### src/rtl/mips_cpu_pkg.sv
// Shared types for the MIPS core: memory-op descriptor, access sizes,
// MEM-stage FSM states and exception codes.
package mips_cpu_pkg;

    typedef logic [4:0]  reg_enum;
    typedef logic [63:0] double_word_t;

    typedef enum logic [1:0] {
        SZ_B = 2'd0,
        SZ_H = 2'd1,
        SZ_W = 2'd2
    } memsz_enum;

    typedef struct packed {
        logic      ld;
        logic      st;
        memsz_enum sz;
        logic      uns;
    } memop_struct;

    typedef enum logic [1:0] {
        MS_IDLE = 2'd0,
        MS_REQ  = 2'd1,
        MS_DONE = 2'd2
    } mem_state_enum;

    typedef logic [1:0] excp_t;
    localparam excp_t EXC_NONE = 2'd0;
    localparam excp_t EXC_ADEL = 2'd1;
    localparam excp_t EXC_ADES = 2'd2;
    localparam excp_t EXC_DBE  = 2'd3;

endpackage

### src/rtl/mem_stage_if.sv
// Data-bus bundle between the MEM stage (master) and the data memory (slave).
interface mem_stage_if;
    // Handshake: the master raises dbus_req with stable we/be/addr/wdata and holds
    // them until the slave pulses dbus_ack for exactly one cycle; dbus_rdata is
    // valid only in that ack cycle. The request drops the cycle after the ack.
    logic        dbus_req;
    logic        dbus_we;
    logic [3:0]  dbus_be;
    logic [31:0] dbus_addr;
    logic [31:0] dbus_wdata;
    logic        dbus_ack;
    logic [31:0] dbus_rdata;

    modport master (
        output dbus_req, dbus_we, dbus_be, dbus_addr, dbus_wdata,
        input  dbus_ack, dbus_rdata
    );

    modport slave (
        input  dbus_req, dbus_we, dbus_be, dbus_addr, dbus_wdata,
        output dbus_ack, dbus_rdata
    );
endinterface

### src/rtl/mem_lane_fmt.sv
// Byte-lane formatting for the MEM stage: byte enables, store replication,
// misalign detection (request side) and load extract/extend (response side).
module mem_lane_fmt
    import mips_cpu_pkg::*;
(
    input  memsz_enum   sz,
    input  logic [1:0]  alo,
    input  logic [31:0] din,
    output logic [3:0]  be,
    output logic [31:0] wdata,
    output logic        misalign,
    input  memsz_enum   ld_sz,
    input  logic [1:0]  ld_alo,
    input  logic        ld_uns,
    input  logic [31:0] rdata,
    output logic [31:0] ld_data
);
    logic [31:0] lane;

    always_comb begin
        be       = 4'b1111;
        wdata    = din;
        misalign = 1'b0;
        case (sz)
            SZ_B: begin
                be    = 4'b0001 << alo;
                wdata = {4{din[7:0]}};
            end
            SZ_H: begin
                be       = 4'b0011 << alo;
                wdata    = {2{din[15:0]}};
                misalign = alo[0];
            end
            default: misalign = (alo != 2'b00);
        endcase
    end

    // Shift the addressed lane down to bit 0, then extend to 32 bits.
    assign lane = rdata >> {ld_alo, 3'b000};

    always_comb begin
        ld_data = lane;
        case (ld_sz)
            SZ_B:    ld_data = {{24{lane[7] & ~ld_uns}}, lane[7:0]};
            SZ_H:    ld_data = {{16{lane[15] & ~ld_uns}}, lane[15:0]};
            default: ld_data = lane;
        endcase
    end
endmodule

### src/rtl/mem_stage.sv
// MIPS MEM stage: runs loads/stores over the req/ack data bus with a timeout,
// stalls upstream while an access is in flight and feeds MEM/WB.
module mem_stage
    import mips_cpu_pkg::*;
#(
    parameter int TIMEOUT_CYC = 255
)(
    input  logic          cpu_clk_50M,
    input  logic          cpu_rst_n,
    input  logic          mem_i_dm2rf,
    input  logic          mem_i_hilowe,
    input  logic          mem_i_rfwe,
    input  reg_enum       mem_i_rfwa,
    input  double_word_t  mem_i_mulres,
    input  logic [31:0]   mem_i_alures,
    input  logic [31:0]   mem_i_dmdin,
    input  memop_struct   mem_i_memop,
    mem_stage_if.master   dbus,
    output logic          mem_o_stall,
    output logic          mem_o_rfwe,
    output reg_enum       mem_o_rfwa,
    output logic          mem_o_hilowe,
    output double_word_t  mem_o_mulres,
    output logic [31:0]   mem_o_wbdata,
    output excp_t         mem_o_excp,
    output mem_state_enum mem_o_state
);
    localparam int CW = $clog2(TIMEOUT_CYC + 1);

    mem_state_enum state, state_nxt;
    logic [CW-1:0] cnt;
    logic          buserr;
    logic [31:0]   rdbuf;
    logic [1:0]    alo_q;
    memsz_enum     sz_q;
    logic          uns_q;

    logic [3:0]    fmt_be;
    logic [31:0]   fmt_wdata;
    logic [31:0]   fmt_ld;
    logic          misalign;
    logic          access;
    logic          timed_out;

    mem_lane_fmt u_fmt (
        .sz      (mem_i_memop.sz),
        .alo     (mem_i_alures[1:0]),
        .din     (mem_i_dmdin),
        .be      (fmt_be),
        .wdata   (fmt_wdata),
        .misalign(misalign),
        .ld_sz   (sz_q),
        .ld_alo  (alo_q),
        .ld_uns  (uns_q),
        .rdata   (dbus.dbus_rdata),
        .ld_data (fmt_ld)
    );

    assign access    = mem_i_memop.ld | mem_i_memop.st;
    // The REQ cycle in which cnt is TIMEOUT_CYC-1 is the last one allowed.
    assign timed_out = (cnt == CW'(TIMEOUT_CYC - 1));

    assign dbus.dbus_req = (state == MS_REQ);
    assign mem_o_rfwa    = mem_i_rfwa;
    assign mem_o_mulres  = mem_i_mulres;
    assign mem_o_state   = state;

    always_ff @(posedge cpu_clk_50M or negedge cpu_rst_n) begin
        if (!cpu_rst_n) begin
            state           <= MS_IDLE;
            cnt             <= '0;
            buserr          <= 1'b0;
            rdbuf           <= '0;
            dbus.dbus_we    <= 1'b0;
            dbus.dbus_be    <= '0;
            dbus.dbus_addr  <= '0;
            dbus.dbus_wdata <= '0;
            alo_q           <= '0;
            sz_q            <= SZ_B;
            uns_q           <= 1'b0;
        end else begin
            state <= state_nxt;
            case (state)
                MS_IDLE: if (access && !misalign) begin
                    dbus.dbus_we    <= mem_i_memop.st;
                    dbus.dbus_be    <= fmt_be;
                    dbus.dbus_addr  <= {mem_i_alures[31:2], 2'b00};
                    dbus.dbus_wdata <= fmt_wdata;
                    alo_q           <= mem_i_alures[1:0];
                    sz_q            <= mem_i_memop.sz;
                    uns_q           <= mem_i_memop.uns;
                end
                MS_REQ: if (dbus.dbus_ack) begin
                    rdbuf <= fmt_ld;
                end else begin
                    cnt <= cnt + 1'b1;
                    if (timed_out) buserr <= 1'b1;
                end
                MS_DONE: begin
                    cnt    <= '0;
                    buserr <= 1'b0;
                end
                default: ;
            endcase
        end
    end

    always_comb begin
        state_nxt    = state;
        mem_o_stall  = 1'b0;
        mem_o_rfwe   = mem_i_rfwe;
        mem_o_hilowe = mem_i_hilowe;
        mem_o_wbdata = mem_i_alures;
        mem_o_excp   = EXC_NONE;
        case (state)
            MS_IDLE: if (access) begin
                mem_o_rfwe   = 1'b0;
                mem_o_hilowe = 1'b0;
                if (misalign) begin
                    mem_o_excp = mem_i_memop.ld ? EXC_ADEL : EXC_ADES;
                end else begin
                    mem_o_stall = 1'b1;
                    state_nxt   = MS_REQ;
                end
            end
            MS_REQ: begin
                mem_o_stall  = 1'b1;
                mem_o_rfwe   = 1'b0;
                mem_o_hilowe = 1'b0;
                if (dbus.dbus_ack || timed_out) state_nxt = MS_DONE;
            end
            MS_DONE: begin
                // Held instruction retires on this edge; IDLE never sees it again.
                state_nxt = MS_IDLE;
                if (mem_i_dm2rf) mem_o_wbdata = rdbuf;
                if (buserr) begin
                    mem_o_excp   = EXC_DBE;
                    mem_o_rfwe   = 1'b0;
                    mem_o_hilowe = 1'b0;
                end
            end
            default: state_nxt = MS_IDLE;
        endcase
        if (!cpu_rst_n) begin
            mem_o_stall  = 1'b0;
            mem_o_rfwe   = 1'b0;
            mem_o_hilowe = 1'b0;
            mem_o_excp   = EXC_NONE;
        end
    end
endmodule
### src/flat_wrapper.sv
// flat-port wrapper written by rule: the top's interface ports become plain ports
module mem_stage_flat import mips_cpu_pkg::*;
#(
    parameter int TIMEOUT_CYC = 255
)
  (cpu_clk_50M, cpu_rst_n, mem_i_dm2rf, mem_i_hilowe, mem_i_rfwe, mem_i_rfwa, mem_i_mulres, mem_i_alures, mem_i_dmdin, mem_i_memop, mem_o_stall, mem_o_rfwe, mem_o_rfwa, mem_o_hilowe, mem_o_mulres, mem_o_wbdata, mem_o_excp, mem_o_state, dbus_dbus_req, dbus_dbus_we, dbus_dbus_be, dbus_dbus_addr, dbus_dbus_wdata, dbus_dbus_ack, dbus_dbus_rdata);
  mem_stage_if dbus_i ();
  input  logic cpu_clk_50M;
  input  logic cpu_rst_n;
  input  logic mem_i_dm2rf;
  input  logic mem_i_hilowe;
  input  logic mem_i_rfwe;
  input  reg_enum mem_i_rfwa;
  input  double_word_t mem_i_mulres;
  input  logic [31:0] mem_i_alures;
  input  logic [31:0] mem_i_dmdin;
  input  memop_struct mem_i_memop;
  output logic mem_o_stall;
  output logic mem_o_rfwe;
  output reg_enum mem_o_rfwa;
  output logic mem_o_hilowe;
  output double_word_t mem_o_mulres;
  output logic [31:0] mem_o_wbdata;
  output excp_t mem_o_excp;
  output mem_state_enum mem_o_state;
  output wire logic [$bits(dbus_i.dbus_req)-1:0] dbus_dbus_req;
  output wire logic [$bits(dbus_i.dbus_we)-1:0] dbus_dbus_we;
  output wire logic [$bits(dbus_i.dbus_be)-1:0] dbus_dbus_be;
  output wire logic [$bits(dbus_i.dbus_addr)-1:0] dbus_dbus_addr;
  output wire logic [$bits(dbus_i.dbus_wdata)-1:0] dbus_dbus_wdata;
  input wire logic [$bits(dbus_i.dbus_ack)-1:0] dbus_dbus_ack;
  input wire logic [$bits(dbus_i.dbus_rdata)-1:0] dbus_dbus_rdata;
  assign dbus_dbus_req = dbus_i.dbus_req;
  assign dbus_dbus_we = dbus_i.dbus_we;
  assign dbus_dbus_be = dbus_i.dbus_be;
  assign dbus_dbus_addr = dbus_i.dbus_addr;
  assign dbus_dbus_wdata = dbus_i.dbus_wdata;
  assign dbus_i.dbus_ack = dbus_dbus_ack;
  assign dbus_i.dbus_rdata = dbus_dbus_rdata;
  mem_stage #(.TIMEOUT_CYC(TIMEOUT_CYC)) u_core (.cpu_clk_50M(cpu_clk_50M), .cpu_rst_n(cpu_rst_n), .mem_i_dm2rf(mem_i_dm2rf), .mem_i_hilowe(mem_i_hilowe), .mem_i_rfwe(mem_i_rfwe), .mem_i_rfwa(mem_i_rfwa), .mem_i_mulres(mem_i_mulres), .mem_i_alures(mem_i_alures), .mem_i_dmdin(mem_i_dmdin), .mem_i_memop(mem_i_memop), .dbus(dbus_i), .mem_o_stall(mem_o_stall), .mem_o_rfwe(mem_o_rfwe), .mem_o_rfwa(mem_o_rfwa), .mem_o_hilowe(mem_o_hilowe), .mem_o_mulres(mem_o_mulres), .mem_o_wbdata(mem_o_wbdata), .mem_o_excp(mem_o_excp), .mem_o_state(mem_o_state));
endmodule
### config.mk
export PLATFORM = sky130hd
export DESIGN_NAME = mem_stage_flat
export DESIGN_NICKNAME = d
export VERILOG_FILES = /design/src/rtl/mips_cpu_pkg.sv /design/src/rtl/mem_stage_if.sv /design/src/rtl/mem_lane_fmt.sv /design/src/rtl/mem_stage.sv /design/src/flat_wrapper.sv
export SDC_FILE = /design/constraint.sdc
export NUM_CORES = 1
export LEC_CHECK = 0
export ABC_AREA = 1
export BUFFER_PORTS_ARGS = -buffer_cell sky130_fd_sc_hd__buf_2
export CORE_AREA = 2 2 136 138
export DETAILED_ROUTE_END_ITERATION = 8
export DIE_AREA = 0 0 138 140
export PLACE_DENSITY = 0.68
export REMOVE_ABC_BUFFERS = 1
export SYNTH_ARGS = -nofsm -noshare
export SYNTH_HDL_FRONTEND = slang
export SYNTH_SLANG_ARGS = --single-unit
### constraint.sdc
create_clock -name cpu_clk_50M -period 2 [get_ports cpu_clk_50M]
set_input_delay 0.6 -clock cpu_clk_50M [delete_from_list [all_inputs] [get_ports cpu_clk_50M]]
set_output_delay 0.6 -clock cpu_clk_50M [all_outputs]
set_load 0.05 [all_outputs]
# --- Yosys cells after proc, flatten, opt, wreduce, memory -nomap -nowiden ---
# Cells that the tools add are included.
word_totals:
  ff_bits: 115
  input_bits: 176
  output_inout_bits: 178
  elab_cells: 75
classes:
  n_addsub: 1
  n_eq_ne: 10
  shift: 3
  mux: 33
  n_bitwise: 4
  n_reduce_logical: 13
ops:
  columns: ["operator", "n"]
  rows:
  - ["$pmux 32 s2", 2]
  - ["$mux 32", 2]
  - ["$shr 32x5->32", 1]
  - ["$mux 2", 8]
  - ["$pmux 8 s2", 1]
  - ["$mux 1", 11]
  - ["$add 8x1->8 const B", 1]
  - ["$eq 8x8->1 const B", 1]
  - ["$mux 8", 1]
  - ["$pmux 2 s2", 2]
  - ["$pmux 4 s2", 1]
  - ["$eq 2x1->1 const B", 3]
  - ["$logic_not 2->1", 3]
  - ["$ne 2x1->1 const B", 3]
  - ["$pmux 1 s2", 3]
  - ["$pmux 1 s3", 2]
  - ["$reduce_and 2->1", 3]
  - ["$reduce_and 3->1", 2]
  - ["$ne 2x2->1 const B", 2]
  - ["$reduce_bool 2->1", 2]
  - ["$shl 1x2->4 const A", 1]
  - ["$shl 2x2->4 const A", 1]
  - ["$and 1x1->1", 2]
  - ["$eq 2x2->1 const B", 1]
  - ["5 further kinds", 5]

# --- Logic depth before layout (Yosys ltp) ---
logic_depth:
  word_depth: 6
  depth_mapped: 10
  depth_no_buf: 8

# --- Modules after synthesis ---
# Synthesis repeated with hierarchy kept, for this count alone.
unflattened:
  cells_unflattened: 938
  hier_area_um2: 6962.9
by_module_without_submodules:
  columns: ["mod", "instances", "cells_per_inst", "area_each_um2", "seq_area_each_um2"]
  rows:
  - ["mem_stage", 1, 693, 5626.6, 2877.8]
  - ["mem_lane_fmt", 1, 245, 1336.3, 0.0]

# --- Worst setup path before layout ---
# OpenSTA, ideal clock, no wires.
synth_path:
  kind: "register to output"
  from: "register u_core.state[1] (netlist: u_core.mem_o_state[1])"
  to: "output mem_o_wbdata[10]"
  arrival_ns: 2.401
  required_ns: 1.400
  slack_ns: -1.001
  stages_incl_launch_ff: 6
  path_buffers: 1
  path_cell_list: "dfrtp_1 -> nand2_2 -> inv_2 -> nand2_2 -> clkbuf_1 -> o21ai_0"
synth_via:
  elab_chain_cells: 2
synth_lines:
  columns: ["item", "line_no", "source"]
  rows:
  - ["start: declaration", "mem_stage.sv:30", "mem_state_enum state, state_nxt;"]
  - ["start signal: assignment", "mem_stage.sv:82", "state <= state_nxt;"]
  - ["$eq 2x2->1", "mem_stage.sv:115", "case (state)"]
  - ["$mux 32", "mem_stage.sv:115", null]
  - ["end: declaration", "flat_wrapper.sv:23", "output logic [31:0] mem_o_wbdata;"]
# No other way between the ends.

# --- Worst setup path in the final report ---
layout_path:
  from: "register u_core.state[0] (netlist: u_core.mem_o_state[0])"
  to: "output mem_o_wbdata[12]"
# Same word-level chain as after synthesis.

==> metrics.md <==
| Metric | Value |
|---|---|
| Crit end category | output port |
| R2R Setup Slk | 0.13 ns |
| Netlist cell types | 24 |
| Async SR Flop Fraction | 100.0% |
| Failing checks | setup timing |
| Global route overflow | 0 |
| Finished Layout Cells | 1331 |
| Family with the most delay on the worst path | buffers and inverters |
| Core Util, Final | 48.69% |
| Final setup fails | 38 |
| Status | finished, violations left |
| Clk root buf | clkbuf_16 |
| Synth-to-Final Area Change | 30.37% |
| Starting Density | 37.35% |
| Clock share of power | 21.4% |
| Ant diodes | 0 |
| EDFF count, synth | 0 |
| FILL cells | 1746 |
| Clock sinks | 115 |
| Slowest-stage cell, CP | dfrtp_1 |
| Via count | 6588 |
| Crit-path max FO | 22 |
| Max clock buf depth | 2 |
| Initial antenna violation count | 1 |
| Worst Path Required | 1.40 ns |
| Vias per cell | 4.950 |
| Final #Nets | 1267 |
| Post-route minimum period | 2.291 ns |
| # hold bufs at CTS | 0 |
| Post-Place Cells | 1289 |
| Critical path type | reg2out |
| Largest net degree at the start of global routing | 116 |
| Clk_lat worst skew | 0.42 ns |
| Max-slew headroom | 52.23% |
| Seq/Total Area, Yosys | 43.34% |
| GRT Total Usage | 27.61% |
| DR pass1 iterations | 5 |
| CTS tree | done |
| Fin. max-slew vios | 0 |
| Syn Area/Cell | 7.140 um2 |
| Post-route DRC | 0 |
| First-pass GRT wire length | 39760 um |
| Largest area contributor in the netlist | dfrtp_1 |
| H-tree depth | 4 |
| Fmax | 0.4366 GHz |
| Worst hold path class | in2async |
| Detailed-route wire length per cell | 19.86 um |
| Flip-flop and latch area | 2878 um2 |
| Crit path cell chain | inv_2 -> nand2_2 -> inv_4 -> nand2_8 -> buf_12 -> o21ai_1 -> buf_6 |
| Number of global-route vias before repair | 6413 |
| Synthesized area | 6640 um2 |
| Synth warnings | 0 |
| Yosys top cell area share | 43.34% |
| Core area | 17780 um2 |
| Slew of the pin with the lowest slew margin | 0.7166 ns |
| Placed Area | 7586 um2 |
| Antenna Nets Post-Route | 0 |
| Synth area leaders | dfrtp_1 (43%), nand2_1 (21%), buf_4 (8.4%) |
| Yosys reg bits | 115 |
| Worst clock skew | 0.008403 ns |
| Post-synthesis cell count | 930 |
| MaxCap Viol Count | 0 |
| Setup crit end | mem_o_wbdata[12] |
| Total leakage power | 4.867 nW |
| Reg clk slew, reported paths | 0.06 ns |
| Row count | 49 |
| Share of layout cells above drive strength 1 | 30.04% |
| Die area | 19320 um2 |
| IO Count | 354 |
| Sequential power share | 28.1% |
| Die width | 138 um |
| Worst path max stage delay | 0.39 ns |
| Reg2reg start | u_core.mem_o_state[1] |
| Num CTS Buffers | 17 |
| Worst vdd ir | 0.9069 mV |
| Period utilisation layout | 114.5% |
| Most numerous cell in the Yosys netlist | nand2_1 |
| P_int | 6.918 mW |
| Psw | 6.758 mW |
| Design Area, Final | 8657 um2 |
| Crit path launch type | flip-flop |
| Combinational power share | 50.4% |
| CP arrival | 1.69 ns |
| Final hold violation count | 0 |
| Reg2Reg Depth | 12 |
| DIE HEIGHT | 140 um |
| Post-synth top flop | dfrtp_1 |
| Buf/Inv on CP | 4 |
| Iter 0 DRT Violations | 439 |
| Gpl congestion | 0.8297 |
| DRT Wirelength | 26430 um |
| Worst Setup SP | u_core.mem_o_state[0] |
| PortBufs | 213 |
| Final worst slack | -0.2906 ns |
| Most common library cells after synthesis | nand2_1 (376), dfrtp_1 (115), inv_1 (84) |
| Stages on the worst setup path | 7 |
| Footprint of the multi-input gates | 2796 um2 |
| R2R Path End | u_core.rdbuf[22] |
| RSZ-0062 raised after global routing | true |
| Pwr/cell area | 1580 nW/um2 |
| Final HPWL DP | 19890 um |
| Net Sw Frac | 49.42% |
==> power by group through the flow <==
stage | logic (mW) | registers (mW) | clock network (mW)
finish | 6.89 | 3.85 | 2.93
global route | 7.48 | 3.97 | 3.12
CTS | 6.85 | 3.84 | 2.99
detailed placement | 6.51 | 3.87 | 0
global placement | 6.43 | 3.85 | 0
floorplan | 2.45 | 6.01 | 0
==> stage by stage <==
stage                     hold WS [ns]  TNS [ns]  setup WS (ns)  power, mW
final                           0.2202    -9.145        -0.2906      13.68
after global routing            0.3526    -12.80        -0.3832      14.57
after CTS                       0.3264    -9.655        -0.2966      13.68
after detailed placement        0.4598    -15.10        -0.3210      10.38
after global placement          0.4592    -12.50        -0.2414      10.28
after floorplan                 0.3044    -66.23         -1.595      8.458
==> placed cells by master (no fill, tap or decap), types with 3 or more instances in the layout <==
cell type,count
clkbuf_16,17
nand2_1,369
o21ai_4,4
buf_6,33
o21ai_1,22
nand3_1,60
a21oi_1,25
buf_4,33
nand2_2,11
nand4_1,6
clkinv_4,4
buf_12,10
inv_2,6
buf_2,174
o21ai_2,8
nor2_1,28
inv_6,3
o21ai_0,49
nor2_4,4
dfrtp_1,115
inv_1,84
clkinvlp_4,4
o211ai_1,8
==> final cells by class <==
type                            count  share of cell area (%)
Sequential cell                   115                   33.24
Clock inverter                     14                   1.518
Inverter                           92                   4.047
Clock buffer                       18                   5.073
Multi-Input combinational cell    609                   32.30
Timing Repair Buffer              254                   20.51
Tap cell                          229                   3.310
==> routing by layer <==
layer	track usage, %	routed length (um)	vias up
met5	8.772	188	-
met3	23.21	5032	22
li1	-	-	3140
met4	4.619	233	6
met2	42.03	11620	403
met1	29.31	9351	3017
==> kinds of logic (layout without fill, tap and decap cells) <==
kind of cell             after synthesis  in the layout  synth area share [%]
AO/OA/AOI/OAI                        119            119                 9.271
adder cells (fa/ha/maj)                2              2                0.3768
buffers and inverters                207            378                 17.18
flip-flops                           115            115                 43.34
other                                  1              2               0.05647
AND/OR/NAND/NOR                      486            486                 29.77
==> sequential cells by signal, summed over array words and instances (netlist names), 2 cells and up <==
signal and flops:
u_core.rdbuf 32, u_core.dbus.dbus_wdata 32, u_core.dbus.dbus_addr 30, u_core.alo_q 2
u_core.mem_o_state 2, u_core.sz_q 2, u_core.cnt 8, u_core.dbus.dbus_be 4
==> worst register-to-register path: stages (launching register included) <==
cell     delay (ns)
dfrtp_1        0.41
buf_4          0.15
buf_6          0.11
nor2_4         0.10
buf_6          0.10
buf_6          0.09
buf_4          0.14
nand2_8        0.10
buf_12         0.18
a21oi_1        0.17
nand3_1        0.11
nand2_1        0.08
inv_1          0.04
==> repair_timing <==
| item | CTS | global route |
|---|---|---|
| cloned | 2 | 0 |
| buffers inserted | 8 | 1 |
| pin swaps | 7 | 5 |
| endpoints found under the setup margin | 38 | 84 |
| gates resized for setup | 104 | 31 |
==> worst min-delay path by stage <==
stage	endpoint	start	slack (ns)	cells after the start
global route	u_core.dbus.dbus_wdata[30]	cpu_rst_n	0.35	2
CTS	u_core.dbus.dbus_wdata[14]	cpu_rst_n	0.33	2
global placement	u_core.dbus.dbus_addr[11]	u_core.dbus.dbus_addr[11]	0.46	2
finish	u_core.dbus.dbus_wdata[30]	cpu_rst_n	0.22	2
detailed placement	u_core.dbus.dbus_addr[11]	u_core.dbus.dbus_addr[11]	0.46	2
floorplan	u_core.alo_q[0]	cpu_rst_n	0.30	0
Power figures use the tool's default switching activity.
